**src/rtl/dct_sum_sched_if.sv**
```systemverilog
// dct_sum_sched_if: handshake and result-buffer bus of the DCT sum sequencer.
//   master : upstream/host side   (drives start, row_valid)
//   slave  : sequencer side       (drives row_ack, issue, coef_sel, row_idx,
//                                  out_we, out_addr, busy, done)
interface dct_sum_sched_if;
    logic       start;
    logic       row_valid;
    logic       row_ack;
    logic       issue;
    logic [2:0] coef_sel;
    logic [2:0] row_idx;
    logic       out_we;
    logic [5:0] out_addr;
    logic       busy;
    logic       done;

    modport master (
        output start, row_valid,
        input  row_ack, issue, coef_sel, row_idx, out_we, out_addr, busy, done
    );

    modport slave (
        input  start, row_valid,
        output row_ack, issue, coef_sel, row_idx, out_we, out_addr, busy, done
    );
endinterface

```
**src/rtl/dct_sum_sched.sv**
```systemverilog
// dct_sum_sched: sequences one 8x8 block through the pipelined 8-input DCT
// adder tree. Accepts input rows, steps the basis index through 0..7 per row,
// tracks each issued sum through the adder latency and produces the write
// enable and transposed address ({coef,row}) for the result buffer.
//   clk  : rising-edge clock
//   rst  : synchronous active-high reset
//   bus  : dct_sum_sched_if.slave (start/row_valid in; row_ack, issue,
//          coef_sel, row_idx, out_we, out_addr, busy, done out)
//   LATENCY : issue-to-dct cycles of the adder tree, 1..15
module dct_sum_sched #(
    parameter int unsigned LATENCY = 6
) (
    input  logic            clk,
    input  logic            rst,
    dct_sum_sched_if.slave  bus
);

    localparam int unsigned IDX_W   = 3;
    localparam int unsigned CNT_W   = 7;
    localparam int unsigned LAST_WR = 63;

    typedef enum logic [1:0] {
        S_IDLE,
        S_WAIT_ROW,
        S_ISSUE,
        S_DRAIN
    } state_t;

    state_t             r_state;
    state_t             w_state_nxt;
    logic [IDX_W-1:0]   r_coef;
    logic [IDX_W-1:0]   w_coef_nxt;
    logic [IDX_W-1:0]   r_row;
    logic [IDX_W-1:0]   w_row_nxt;
    logic [CNT_W-1:0]   r_wr_cnt;

    logic [LATENCY-1:0] r_dl_vld;
    logic [IDX_W-1:0]   r_dl_coef [LATENCY];
    logic [IDX_W-1:0]   r_dl_row  [LATENCY];

    logic               w_issue;
    logic               w_start_acc;
    logic               w_out_we;
    logic               w_done;
    logic               w_pending;

    assign w_issue     = (r_state == S_ISSUE);
    assign w_start_acc = (r_state == S_IDLE) && bus.start;
    assign w_out_we    = r_dl_vld[LATENCY-1];
    assign w_done      = w_out_we && (r_wr_cnt == CNT_W'(LAST_WR));

    // Valid entries still travelling that will surface after this cycle.
    always_comb begin
        w_pending = 1'b0;
        for (int i = 0; i < int'(LATENCY) - 1; i++) begin
            w_pending = w_pending | r_dl_vld[i];
        end
    end

    // State register and row/coefficient counters.
    always_ff @(posedge clk) begin
        if (rst) begin
            r_state <= S_IDLE;
            r_coef  <= '0;
            r_row   <= '0;
        end else begin
            r_state <= w_state_nxt;
            r_coef  <= w_coef_nxt;
            r_row   <= w_row_nxt;
        end
    end

    // Next-state logic.
    always_comb begin
        w_state_nxt = r_state;
        w_coef_nxt  = r_coef;
        w_row_nxt   = r_row;
        case (r_state)
            S_IDLE: begin
                w_coef_nxt = '0;
                w_row_nxt  = '0;
                if (bus.start) begin
                    w_state_nxt = S_WAIT_ROW;
                end
            end
            S_WAIT_ROW: begin
                w_coef_nxt = '0;
                if (bus.row_valid) begin
                    w_state_nxt = S_ISSUE;
                end
            end
            S_ISSUE: begin
                // coef wraps to 0 naturally after 7
                w_coef_nxt = r_coef + IDX_W'(1);
                if (r_coef == IDX_W'(7)) begin
                    if (r_row != IDX_W'(7)) begin
                        w_row_nxt   = r_row + IDX_W'(1);
                        w_state_nxt = S_WAIT_ROW;
                    end else begin
                        w_state_nxt = S_DRAIN;
                    end
                end
            end
            S_DRAIN: begin
                // leave on the cycle the last in-flight sum is written
                if (!w_pending) begin
                    w_state_nxt = S_IDLE;
                end
            end
            default: begin
                w_state_nxt = S_IDLE;
            end
        endcase
    end

    // Adder-latency delay line. Payload only advances behind a valid entry,
    // so the last stage keeps the most recent address between writes.
    always_ff @(posedge clk) begin
        if (rst) begin
            r_dl_vld <= '0;
            for (int i = 0; i < int'(LATENCY); i++) begin
                r_dl_coef[i] <= '0;
                r_dl_row[i]  <= '0;
            end
        end else begin
            r_dl_vld[0] <= w_issue;
            if (w_issue) begin
                r_dl_coef[0] <= r_coef;
                r_dl_row[0]  <= r_row;
            end
            for (int i = 1; i < int'(LATENCY); i++) begin
                r_dl_vld[i] <= r_dl_vld[i-1];
                if (r_dl_vld[i-1]) begin
                    r_dl_coef[i] <= r_dl_coef[i-1];
                    r_dl_row[i]  <= r_dl_row[i-1];
                end
            end
        end
    end

    // Result write counter; restarts with each accepted block.
    always_ff @(posedge clk) begin
        if (rst) begin
            r_wr_cnt <= '0;
        end else if (w_start_acc) begin
            r_wr_cnt <= '0;
        end else if (w_out_we) begin
            r_wr_cnt <= r_wr_cnt + CNT_W'(1);
        end
    end

    assign bus.row_ack  = (r_state == S_WAIT_ROW) && bus.row_valid;
    assign bus.issue    = w_issue;
    assign bus.coef_sel = r_coef;
    assign bus.row_idx  = r_row;
    assign bus.out_we   = w_out_we;
    assign bus.out_addr = {r_dl_coef[LATENCY-1], r_dl_row[LATENCY-1]};
    assign bus.busy     = (r_state != S_IDLE);
    assign bus.done     = w_done;

endmodule

```
**src/flat_wrapper.sv**
```systemverilog
// flat-port wrapper written by rule: the top's interface ports become plain ports
module dct_sum_sched_flat 
#(
    parameter int unsigned LATENCY = 6
)
  (clk, rst, bus_start, bus_row_valid, bus_row_ack, bus_issue, bus_coef_sel, bus_row_idx, bus_out_we, bus_out_addr, bus_busy, bus_done);
  dct_sum_sched_if bus_i ();
  input  logic clk;
  input  logic rst;
  input wire logic [$bits(bus_i.start)-1:0] bus_start;
  input wire logic [$bits(bus_i.row_valid)-1:0] bus_row_valid;
  output wire logic [$bits(bus_i.row_ack)-1:0] bus_row_ack;
  output wire logic [$bits(bus_i.issue)-1:0] bus_issue;
  output wire logic [$bits(bus_i.coef_sel)-1:0] bus_coef_sel;
  output wire logic [$bits(bus_i.row_idx)-1:0] bus_row_idx;
  output wire logic [$bits(bus_i.out_we)-1:0] bus_out_we;
  output wire logic [$bits(bus_i.out_addr)-1:0] bus_out_addr;
  output wire logic [$bits(bus_i.busy)-1:0] bus_busy;
  output wire logic [$bits(bus_i.done)-1:0] bus_done;
  assign bus_i.start = bus_start;
  assign bus_i.row_valid = bus_row_valid;
  assign bus_row_ack = bus_i.row_ack;
  assign bus_issue = bus_i.issue;
  assign bus_coef_sel = bus_i.coef_sel;
  assign bus_row_idx = bus_i.row_idx;
  assign bus_out_we = bus_i.out_we;
  assign bus_out_addr = bus_i.out_addr;
  assign bus_busy = bus_i.busy;
  assign bus_done = bus_i.done;
  dct_sum_sched #(.LATENCY(LATENCY)) u_core (.clk(clk), .rst(rst), .bus(bus_i));
endmodule
```
**config.mk**
```make
export PLATFORM = sky130hd
export DESIGN_NAME = dct_sum_sched_flat
export DESIGN_NICKNAME = d
export VERILOG_FILES = /design/src/rtl/dct_sum_sched_if.sv /design/src/rtl/dct_sum_sched.sv /design/src/flat_wrapper.sv
export SDC_FILE = /design/constraint.sdc
export NUM_CORES = 1
export LEC_CHECK = 0
export ABC_AREA = 1
export ABC_CLOCK_PERIOD_IN_PS = 3000
export BUFFER_PORTS_ARGS = -buffer_cell sky130_fd_sc_hd__buf_2
export CAP_MARGIN = 20
export CORE_UTILIZATION = 40
export DETAILED_ROUTE_END_ITERATION = 12
export PLACE_DENSITY = 0.59
export RECOVER_POWER = 25
export SYNTH_ARGS = -nofsm -noshare
export SYNTH_HDL_FRONTEND = slang
export SYNTH_SLANG_ARGS = --single-unit
```
**constraint.sdc**
```tcl
create_clock -name clk -period 3 [get_ports clk]
set_input_delay 0.45 -clock clk [delete_from_list [all_inputs] [get_ports clk]]
set_output_delay 0.45 -clock clk [all_outputs]
set_load 0.02 [all_outputs]
```
* Word-level counts from Yosys, hierarchy flattened
Memory sizes are Yosys's and may differ from the RTL's.
Index checks and enable logic that the tools add are counted.
** Operators by class
- Add/subtract/negate cells :: 3
- Bitwise logic cells :: 16
- Mux-type cells :: 42
- Reductions and logical operators :: 11
- Eq/ne operators :: 11
** Operators by type and width (number)
- $mux 3 :: 14
- $mux 1 :: 20
- $or 1x1->1 :: 16
- $pmux 3 s2 :: 2
- $mux 2 :: 5
- $pmux 2 s4 :: 1
- $add 7x1->7 const B :: 1
- $eq 7x6->1 const B :: 1
- $add 3x1->3 const B :: 2
- $ne 2x2->1 const B :: 3
- $reduce_bool 2->1 :: 3
- $eq 2x2->1 const B :: 2
- $ne 2x1->1 const B :: 2
- $reduce_and 4->1 :: 1
- $reduce_or 2->1 :: 2
- $eq 3x3->1 const B :: 1
- $logic_and 1x1->1 :: 3
- $ne 3x3->1 const B :: 1
- $reduce_and 3->1 :: 1
- $eq 2x1->1 const B :: 1
- $logic_not 2->1 :: 1
** Storage, ports and cells
- RAM bits :: 36
- Memories kept :: 2
- Bits in registers :: 21
- Input bits :: 4
- Logic and storage cells :: 90
- Output and inout bits :: 17
** Memories
- u_core.r_dl_coef :: depth 6, bits a word 3, read ports 6, clocked after Yosys merged registers in 0, wr ports 6, line dct_sum_sched.sv:38 : logic [IDX_W-1:0] r_dl_coef [LATENCY];
- u_core.r_dl_row :: depth 6, bits a word 3, read ports 6, clocked after Yosys merged registers in 0, wr ports 6, line dct_sum_sched.sv:39 : logic [IDX_W-1:0] r_dl_row [LATENCY];

* Logic depth before layout (Yosys ltp)
Gate-level depths: netlist of the first run.
- Word-level depth :: 6
- Depth in mapped cells :: 9
- Depth with buffers taken out :: 9

* Least setup slack after synthesis of the first run
No wires, ideal clock.
- Path kind :: register to output
- From :: register u_core.r_dl_vld[5]
- To :: output bus_done
- Required time :: 2.550 ns
- Setup slack :: 1.502 ns
- Data arrival time :: 1.048 ns
- Cell stages (with the launch flop) :: 5
- Buffers on the path :: 0
- Cells stage by stage :: dfxtp_1 > nand2_1 > nor2_1 > nand4_1 > inv_1
** Between the ends
- Word-level cells in the longest chain between the ends :: 1
** Ends and longest elaborated chain
- start: declaration :: line dct_sum_sched.sv:37 : logic [LATENCY-1:0] r_dl_vld;
- start signal: indexed assignment :: line dct_sum_sched.sv:132 : r_dl_vld[i] <= r_dl_vld[i-1];
- $logic_and 1x1->1 :: line dct_sum_sched.sv:50 : assign w_done = w_out_we && (r_wr_cnt == CNT_W'(LAST_WR));
- end: declaration :: line flat_wrapper.sv:19 : output wire logic [$bits(bus_i.done)-1:0] bus_done;
Every way passes these cells.

* Final worst setup path of the first run
- From :: register u_core.r_wr_cnt[0]
- To :: output bus_done
** Between the ends
- Word-level cells in the longest chain between the ends :: 2
** Ends and longest elaborated chain
- start: declaration :: line dct_sum_sched.sv:35 : logic [CNT_W-1:0] r_wr_cnt;
- start signal: assignment :: line dct_sum_sched.sv:148 : r_wr_cnt <= r_wr_cnt + CNT_W'(1);
- $eq 7x6->1 :: line dct_sum_sched.sv:50
- $logic_and 1x1->1 :: line dct_sum_sched.sv:50
Every way passes these cells.

==> results.txt, run 1 <==
Top cells by area, synth = edfxtp_1, dfxtp_1, inv_1, nor2_1, nand2_1
Crit-path cells = ha_1 > nand2_1 > nor2_1 > nand4_1 > inv_1 > buf_2
Yosys warnings = 0
Clock Tree Buf Depth = 2
P_leak = 1.176 nW
GRT Resource Usage Total = 0.1359
DRT Pass-1 Iters = 4
Share of cells above drive strength 1 = 0.1476
Num CTS Buffers = 9
FF-to-FF setup slack = 1.63 ns
Maxcap violations = 0
Multi-input logic area = 579.3 um^2
Post-CTS setup buffers = 0
Crit path kind = flop to output port
Gate Count Post-Synth = 240
Req. time, crit path = 2.55 ns
Worst Path Buf+Inv = 2
Critical Path End = bus_done
Total wire length = 3357 um
Register Area = 1501 um^2
Netlist cell types = 24
Clock skew = 0.007470 ns
Core Rows = 27
Worst hold path class = primary input to flop
Initial antenna violation count = 0
Post-CTS sizing = 0
Total grt overflow = 0
Critical-path top delay cell = dfxtp_1
Fin crit period = 1.897 ns
Sink Count = 57
H-Tree Depth = 3
Syn_nets = 249
Fillers = 522
Per-cell routed wire length = 9.787 um
Worst-margin pin slew = 0.4571 ns
Largest delay share family, worst path = simple AND/OR/NAND/NOR gates
Detailed Place HPWL = 2344 um
Final Max Tran Viols = 0
Final Cycle Share = 0.6322
RSZ-0062 raised after global routing = false
Antenna cells = 0
Crit path DAT = 1.45 ns
Reg2Reg Launch Point = u_core.bus.coef_sel[1]$_SDFFE_PP0P_
DRC = 0
Critical Path Start Type = flop
CP peak stage delay = 0.35 ns
#FFs+latches synth = 57
Die Ht = 78.65 um
Cell count along the critical path = 6
Maximum VDD drop = 0.4181 mV
Max frequency = 0.5273 GHz
Avg Vias per Cell = 4.338
RePlAce Congestion = 0.7248
Crit path max fanout = 3
Setup_tns = 0 ns
# hold bufs at CTS = 0
Core area = 5574 um^2
DRT iter0 DRCs = 82
Clock Pin Slew Worst Setup and Hold Paths = 0.06 ns
Final setup vio count = 0
Worst hold path startpoint = rst
Insertion delay to the later sink of the worst-skew pair = 0.34 ns
Initial Util = 0.4215
Area growth, synth to finish = 13.95%
Status = finished clean
Post-synthesis sequential area ratio = 0.6390
Die footprint = 6185 um^2
Final Hold Vio Count = 0
Hold WS = 0.4366 ns
Vias in the first global route = 1457
R2r endpoint = u_core.bus.row_idx[2]$_SDFFE_PP0P_
Vias post-DR = 1488
Post-route antenna net violation count = 0
Clock root cell = clkbuf_8
Pwr Density = 733.1 nW/um^2
Fin util = 0.4804
# placed instances = 327
I/O Pins = 21
Worst setup startpoint = u_core.r_wr_cnt[0]$_SDFFE_PP0P_
Leading area contributor after synthesis = edfxtp_1
First-pass GRT wire length = 6168 um
Largest net degree at the start of global routing = 14
FF-to-FF path depth = 7
Netlist Area Pre-Place = 2350 um^2
Crit. End Element = output port
CTS tree = done
Syn Area/Cell = 9.791 um^2
Number of I/O port buffers = 20
Net count reported at finish = 275
Post-Layout Cell Count = 343
Yosys top cell area share = 0.4601
Die width = 78.65 um
Relative slew slack = 0.6942
==> state kept, by name, indices dropped and copies added, names as in the netlist <==
signal,count
u_core.r_dl_coef,18
u_core.r_wr_cnt,7
u_core.r_dl_row,18
u_core.bus.coef_sel,3
u_core.bus.row_idx,3
u_core.r_state,2
u_core.r_dl_vld,6
==> worst min-delay path by stage <==
stage	cells past startpoint	slack (ns)	endpoint
3_5_place_dp	2	0.45	u_core.r_dl_vld[4]$_SDFF_PP0_
3_3_place_gp	2	0.45	u_core.r_dl_vld[2]$_SDFF_PP0_
4_1_cts	2	0.45	u_core.r_dl_vld[3]$_SDFF_PP0_
5_1_grt	2	0.45	u_core.r_dl_vld[5]$_SDFF_PP0_
6_report	2	0.44	u_core.r_dl_vld[3]$_SDFF_PP0_
2_1_floorplan	2	0.44	u_core.r_dl_vld[3]$_SDFF_PP0_
==> worst register-to-register path, cell delays in order (launching register included) <==
cell and delay (ns):
dfxtp_1 0.34, ha_1 0.19, ha_1 0.17, inv_1 0.05, nand3_1 0.11, nand2_1 0.19, nand2_1 0.10, a22oi_1 0.14
==> synth_stat cells (all sizes together) <==
cell type	number
a21oi	5
dfxtp	21
edfxtp	36
nand2	28
a32o	2
o21bai	1
inv	61
o21ai	3
xnor2	1
a22oi	2
ha	5
nand3	6
xor2	1
mux2i	1
nand4	2
buf	5
nor3b	2
nor2	58
==> routing by layer <==
layer	wire (um)	GRT usage	vias to the layer above
met4	74	0.06667	0
met2	1688	0.2330	24
met1	1407	0.1364	663
met5	0	0	-
li1	-	-	793
met3	186	0.06628	8
==> layout make-up <==
cell class | instances | share of cell area
Clock inverter | 5 | 0.01729
Tap cell | 72 | 0.03364
Sequential cell | 57 | 0.5607
Multi-Input combinational cell | 117 | 0.2164
Clock buffer | 11 | 0.04907
Inverter | 61 | 0.08551
Timing Repair Buffer | 20 | 0.03738
==> placed cells by master (no fill, tap or decap), drive strengths merged <==
cell    instances
inv            61
nor2           58
edfxtp         36
nand2          28
dfxtp          21
buf            20
clkbuf         11
nand3           6
a21oi           5
ha              5
clkinv          4
o21ai           3
nand4           2
nor3b           2
a22oi           2
a32o            2
xnor2           1
xor2            1
mux2i           1
o21bai          1
bufinv          1
==> where the power goes <==
part	switching (mW)	total [mW]	internal, mW
logic	0.233	0.334	0.101
clock network	0.284	0.658	0.374
registers	0.0497	0.971	0.922
==> kinds of logic (layout without fill, tap and decap cells) <==
| kind of cell | after synthesis | in the layout | share of synthesized area |
|---|---|---|---|
| flops | 57 | 57 | 0.6390 |
| mux | 1 | 1 | 0.004260 |
| buf+inv | 66 | 97 | 0.1113 |
| xor+xnor | 2 | 2 | 0.007456 |
| simple gates | 96 | 96 | 0.1715 |
| compound gates | 13 | 13 | 0.03994 |
| fa+ha+maj | 5 | 5 | 0.02662 |
==> stage by stage <==
| stage | total power [mW] | setup WS (ns) | cell area, um^2 |
|---|---|---|---|
| 2_1_floorplan | 1.240 | 1.502 | 2350 |
| 3_3_place_gp | 1.326 | 1.484 | 2507 |
| 3_5_place_dp | 1.330 | 1.454 | 2507 |
| 4_1_cts | 1.996 | 1.079 | 2685 |
| 5_1_grt | 2.078 | 0.9003 | 2678 |
| 6_report | 1.963 | 1.103 | 2678 |
Power figures use the tool's default switching activity.
==> inputs of run 2 (changes only) <==
Settings changed: ABC_CLOCK_PERIOD_IN_PS 3000 to 1670, PLACE_DENSITY 0.59 to 0.62.
Clock period 3 ns to 1.67 ns, I/O delays scaled along.
==> run 2 against run 1 <==
Critical path depth decreased by 2. Clock skew shrank 0.0014 ns. Combinational power increased by 85%. Utilization increased by 1.5 points. Clock power up 110%. Die area stayed put. Setup slack got worse by 1.0 ns. Worst hold slack got worse by 0.069 ns. First-iteration DRC count down 18%. Non-clock buffer count up 2. Count of clock-buffer cells in the layout shrank 1.
==> results.txt, run 2 (synthesis gave the netlist of run 1 again) <==
Status = finished clean (unchanged)
Final worst slack = 0.08603 ns (was 1.103 ns)
Vias post-DR = 1500 (was 1488)
Net count reported at finish = 277 (was 275)
Worst-margin pin slew = 0.4817 ns (was 0.4571 ns)
RePlAce Congestion = 0.7376 (was 0.7248)
Pwr Density = 1350 nW/um^2 (was 733.1 nW/um^2)
Die width = 78.65 um (unchanged)
Initial Util = 0.4215 (unchanged)
Clock Pin Slew Worst Setup and Hold Paths = 0.06 ns (about the same)
Core area = 5574 um^2 (unchanged)
Insertion delay to the later sink of the worst-skew pair = 0.33 ns (was 0.34 ns)
Detailed Place HPWL = 2466 um (was 2344 um)
H-Tree Depth = 3 (unchanged)
Crit path DAT = 1.33 ns (was 1.45 ns)
Die footprint = 6185 um^2 (unchanged)
CTS tree = done (unchanged)
Largest net degree at the start of global routing = 14 (unchanged)
Clock Tree Buf Depth = 2 (unchanged)
Number of I/O port buffers = 20 (unchanged)
Total grt overflow = 0 (unchanged)
I/O Pins = 21 (unchanged)
Maxcap violations = 0 (unchanged)
Critical Path Start Type = flop (unchanged)
P_leak = 1.202 nW (was 1.176 nW)
Total wire length = 3595 um (was 3357 um)
Maximum VDD drop = 0.9267 mV (was 0.4181 mV)
Crit-path cells = inv_2 > nand2_1 > inv_1 > buf_2 (was ha_1 > nand2_1 > nor2_1 > nand4_1 > inv_1 > buf_2)
GRT Resource Usage Total = 0.1347 (was 0.1359)
Worst hold path class = primary input to flop (unchanged)
DRT iter0 DRCs = 67 (was 82)
Worst Path Buf+Inv = 3 (was 2)
Per-cell routed wire length = 10.42 um (was 9.787 um)
FF-to-FF setup slack = 0.27 ns (was 1.63 ns)
DRT Pass-1 Iters = 4 (unchanged)
Largest regs = u_core.r_dl_coef (18), u_core.r_dl_row (18), u_core.r_wr_cnt (7) (unchanged)
Final Max Tran Viols = 0 (unchanged)
Final setup vio count = 0 (unchanged)
Sink Count = 57 (unchanged)
Crit path max fanout = 7 (was 3)
Core Rows = 27 (unchanged)
Req. time, crit path = 1.42 ns (was 2.55 ns)
Post-route antenna net violation count = 0 (unchanged)
Die Ht = 78.65 um (unchanged)
Clock skew = 0.006053 ns (was 0.007470 ns)
Fin crit period = 1.584 ns
Largest delay share family, worst path = flip-flops (was simple AND/OR/NAND/NOR gates)
Post-DP Area = 2507 um^2 (unchanged)
Commonest non-fill, non-tap cell in the layout = inv_1
CP peak stage delay = 0.46 ns (was 0.35 ns)
Total power = 3.729 mW (was 1.963 mW)
Relative slew slack = 0.6785 (was 0.6942)
First-pass GRT wire length = 6127 um (was 6168 um)
Design area = 2761 um^2 (was 2678 um^2)
DRC = 0 (unchanged)
Antenna cells = 0 (unchanged)
Max frequency = 0.6313 GHz
Final Hold Vio Count = 0 (unchanged)
Avg Vias per Cell = 4.348 (was 4.338)
Setup WS pre-CTS = 0.3076 ns (was 1.454 ns)
Fillers = 523 (was 522)
Clock root cell = clkbuf_8 (unchanged)
# hold bufs at CTS = 0 (unchanged)
Area growth, synth to finish = 17.52% (was 13.95%)
Crit path kind = flop to output port (unchanged)
Final Cycle Share = 0.9485
Vias in the first global route = 1453 (was 1457)
Most frequent cells in the layout = inv_1, nor2_1, edfxtp_1, nand2_1 (was inv_1, nor2_1, edfxtp_1, nand2_1, dfxtp_1)
Num CTS Buffers = 9 (unchanged)
Crit. End Element = output port (unchanged)
Share of cells above drive strength 1 = 0.1832 (was 0.1476)
Initial antenna violation count = 0 (unchanged)
Critical-path top delay cell = dfxtp_1 (unchanged)
-- run 2: per-stage QoR --
stage          cells    util  hold WS (ns)  TNS (ns)
2_1_floorplan    240       -        0.4362         0
3_3_place_gp     327  0.4498        0.4467         0
3_5_place_dp     327  0.4498        0.4541         0
4_1_cts          343  0.4880        0.2442         0
5_1_grt          345  0.4954        0.3854  -0.01098
6_report         345  0.4954        0.3677         0
-- run 2: path summary, 6_finish.rpt --
path / from / to / cells after the start
max: u_core.r_state[0]$_SDFFE_PP0P_ / bus_issue / 4
max reg2reg: u_core.bus.coef_sel[1]$_SDFFE_PP0P_ / u_core.bus.row_idx[1]$_SDFFE_PP0P_ / 7
min reg2reg: u_core.r_dl_vld[4]$_SDFF_PP0_ / u_core.r_dl_vld[5]$_SDFF_PP0_ / 2
min: bus_start / u_core.r_wr_cnt[2]$_SDFFE_PP0P_ / 4
-- run 2: routing by layer --
| layer | wire length, um | vias up | GRT usage |
|---|---|---|---|
| li1 | - | 792 | - |
| met1 | 1582 | 668 | 0.1497 |
| met2 | 1763 | 28 | 0.2157 |
| met3 | 147 | 12 | 0.05233 |
| met4 | 102 | 0 | 0.08333 |
| met5 | 0 | - | 0 |
-- run 2: timing repair --
action,4_1_cts,5_1_grt
pin swaps,1,2
buffers inserted,0,2
gates resized for setup,1,9
setup endpoints to repair,1,1
-- run 2: where the power goes --
| group | total (mW) | switching, mW | internal [mW] | leakage, nW |
|---|---|---|---|---|
| clock | 1.36 | 0.530 | 0.832 | 0.106 |
| combinational | 0.619 | 0.437 | 0.182 | 0.550 |
| sequential | 1.75 | 0.0923 | 1.66 | 0.546 |
-- run 2: cell type report --
cell class | instances | area (um^2) | area share
well taps | 72 | 90.09 | 0.03262
clock inverters | 6 | 82.58 | 0.02990
inverters | 61 | 229.0 | 0.08292
flip-flops and latches | 57 | 1505 | 0.5451
multi-input cells | 117 | 606.8 | 0.2198
repair buffers | 22 | 120.1 | 0.04350
clock buffers | 10 | 127.6 | 0.04622
-- run 2: tightest hold or removal path, stage by stage --
cell and delay (ns):
buf_2 0.09, inv_1 0.10, o21ai_4 0.11, nor2_1 0.10
==> inputs of run 3 (changes only) <==
Settings changed: CELL_PAD_IN_SITES_DETAIL_PLACEMENT set to 1, CELL_PAD_IN_SITES_GLOBAL_PLACEMENT set to 2, CORE_UTILIZATION 40 to 33, PLACE_DENSITY 0.62 to 0.7.
==> run 3 against run 2 <==
Sequential share of layout area shrank 0.66 points. Global-route usage is 1.4 points lower. Critical path depth grew 2. Critical path type unchanged. Largest power group unchanged.
==> results.txt, run 3 (synthesis gave the netlist of run 1 again) <==
Fin crit period = 1.555 ns (was 1.584 ns)
Num CTS Buffers = 9 (unchanged)
Total wire length = 3939 um (was 3595 um)
Antenna cells = 0 (unchanged)
P_leak = 1.225 nW (was 1.202 nW)
Cell Int Power = 2.535 mW (was 2.669 mW)
RSZ-0062 raised after global routing = false
Initial antenna violation count = 0 (unchanged)
Initial Util = 0.3440 (was 0.4215)
FF-to-FF setup slack = 0.30 ns (was 0.27 ns)
Insertion delay to the later sink of the worst-skew pair = 0.32 ns (was 0.33 ns)
Vias in the first global route = 1560 (was 1453)
Flop pwr share = 0.489 (was 0.469)
Largest regs = u_core.r_dl_coef (18), u_core.r_dl_row (18), u_core.r_wr_cnt (7) (unchanged)
Clock Pin Slew Worst Setup and Hold Paths = 0.06 ns (about the same)
Maximum VDD drop = 0.5329 mV (was 0.9267 mV)
Clock power frac = 0.338 (was 0.365)
DRT iter0 DRCs = 31 (was 67)
RePlAce Congestion = 0.7050 (was 0.7376)
Share of cells above drive strength 1 = 0.1891 (was 0.1832)
Sw frac = 0.2909 (was 0.2842)
Most frequent cells in the layout = inv_1, nor2_1, edfxtp_1, nand2_1, dfxtp_1 (was inv_1, nor2_1, edfxtp_1, nand2_1)
Crit path DAT = 1.30 ns (was 1.33 ns)
I/O Pins = 21 (unchanged)
CTS tree = done (unchanged)
Relative slew slack = 0.6487 (was 0.6785)
Net Switching = 1.040 mW (was 1.060 mW)
DRT Pass-1 Iters = 3 (was 4)
Fin util = 0.4095 (was 0.4954)
Core area = 6832 um^2 (was 5574 um^2)
Die footprint = 7462 um^2 (was 6185 um^2)
Clock root cell = clkbuf_8 (unchanged)
Comb pwr share = 0.174 (was 0.166)
Hold WS = 0.3536 ns (was 0.3677 ns)
Worst hold path class = primary input to flop (unchanged)
Pwr Density = 1278 nW/um^2 (was 1350 nW/um^2)
First-pass GRT wire length = 6713 um (was 6127 um)
Core Rows = 30 (was 27)
Largest net degree at the start of global routing = 14 (unchanged)
GRT Resource Usage Total = 0.1210 (was 0.1347)
Fillers = 795 (was 523)
Crit. End Element = output port (unchanged)
Max frequency = 0.6432 GHz (was 0.6313 GHz)
Worst-margin pin slew = 0.5264 ns (was 0.4817 ns)
Setup_tns = 0 ns (unchanged)
Vias post-DR = 1534 (was 1500)
Status = finished clean (unchanged)
# hold bufs at CTS = 0 (unchanged)
H-Tree Depth = 3 (unchanged)
Commonest non-fill, non-tap cell in the layout = inv_1 (unchanged)
Crit path kind = flop to output port (unchanged)
Critical Path Start Type = flop (unchanged)
Total power = 3.575 mW (was 3.729 mW)
Avg Vias per Cell = 4.135 (was 4.348)
Final Max Tran Viols = 0 (unchanged)
Final setup vio count = 0 (unchanged)
Crit path max fanout = 2 (was 7)
Post-route antenna net violation count = 0 (unchanged)
Die width = 86.38 um (was 78.65 um)
Clock skew = 0.002651 ns (was 0.006053 ns)
Die Ht = 86.38 um (was 78.65 um)
Area growth, synth to finish = 19.06% (was 17.52%)
Sink Count = 57 (unchanged)
Maxcap violations = 0 (unchanged)
Number of I/O port buffers = 20 (unchanged)
Req. time, crit path = 1.42 ns (about the same)
Net count reported at finish = 279 (was 277)
Final Hold Vio Count = 0 (unchanged)
Per-cell routed wire length = 10.62 um (was 10.42 um)
Detailed Place HPWL = 2886 um (was 2466 um)
Total grt overflow = 0 (unchanged)
Final Cycle Share = 0.9310 (was 0.9485)
Clock Tree Buf Depth = 2 (unchanged)
DRC = 0 (unchanged)
[run 3: cell count changes in the layout (fill, tap and decap cells not counted)]
cell / before / now
nand2_1: 27 / 26
bufinv_16: 2 / 0
clkinvlp_4: 1 / 0
nand2_4: 0 / 1
clkbuf_8: 9 / 13
buf_4: 2 / 4
dfxtp_2: 3 / 1
dfxtp_4: 0 / 1
clkinv_2: 3 / 2
dfxtp_1: 18 / 19
[run 3: final timing paths]
check / cells after the start / end / start
min: 4 / u_core.r_wr_cnt[2]$_SDFFE_PP0P_ / bus_start
max reg2reg: 7 / u_core.bus.row_idx[1]$_SDFFE_PP0P_ / u_core.bus.coef_sel[1]$_SDFFE_PP0P_
max: 6 / bus_done / u_core.r_wr_cnt[0]$_SDFFE_PP0P_
min reg2reg: 2 / u_core.r_dl_vld[4]$_SDFF_PP0_ / u_core.r_dl_vld[3]$_SDFF_PP0_
[run 3: metal layers]
layer | global-route usage | share of wire
met1 | 0.1300 | 0.44
met2 | 0.2100 | 0.51
met3 | 0.05048 | 0.043
met4 | 0.05000 | 0.011
met5 | 0 | 0
[run 3: worst max-delay path, stage by stage, from the launching register on]
cell	delay (ns)
dfxtp_2	0.35
ha_4	0.14
nand2_4	0.06
nor2_4	0.12
nand4_1	0.11
inv_1	0.09
buf_6	0.11
[run 3: repair_timing]
action	4_1_cts	5_1_grt
pin swaps	1	3
gates resized for setup	1	10
setup buffers	1	3
setup endpoints to repair	1	1
[run 3: layout make-up]
type	instances	area, um^2	share of cell area
clock buffers	14	182.7	0.06530
inverters	61	229.0	0.08184
flip-flops and latches	57	1506	0.5385
repair buffers	24	135.1	0.04830
well taps	96	120.1	0.04293
multi-input cells	117	614.3	0.2196
clock inverters	2	10.01	0.003578
[run 3: power by group through the flow]
stage	clock, mW	combinational (mW)	sequential (mW)
floorplan	0	0.416	1.81
global placement	0	0.633	1.78
detailed placement	0	0.633	1.78
CTS	1.25	0.640	1.75
global route	1.31	0.719	1.77
finish	1.21	0.621	1.75
[run 3: through the flow]
step / instances / setup WS (ns) / area, um^2
finish: 371 / 0.1153 / 2798
global route: 371 / 0.002067 / 2798
CTS: 368 / 0.01090 / 2740
detailed placement: 351 / 0.2835 / 2537
global placement: 351 / 0.3162 / 2537
floorplan: 240 / 0.3266 / 2350
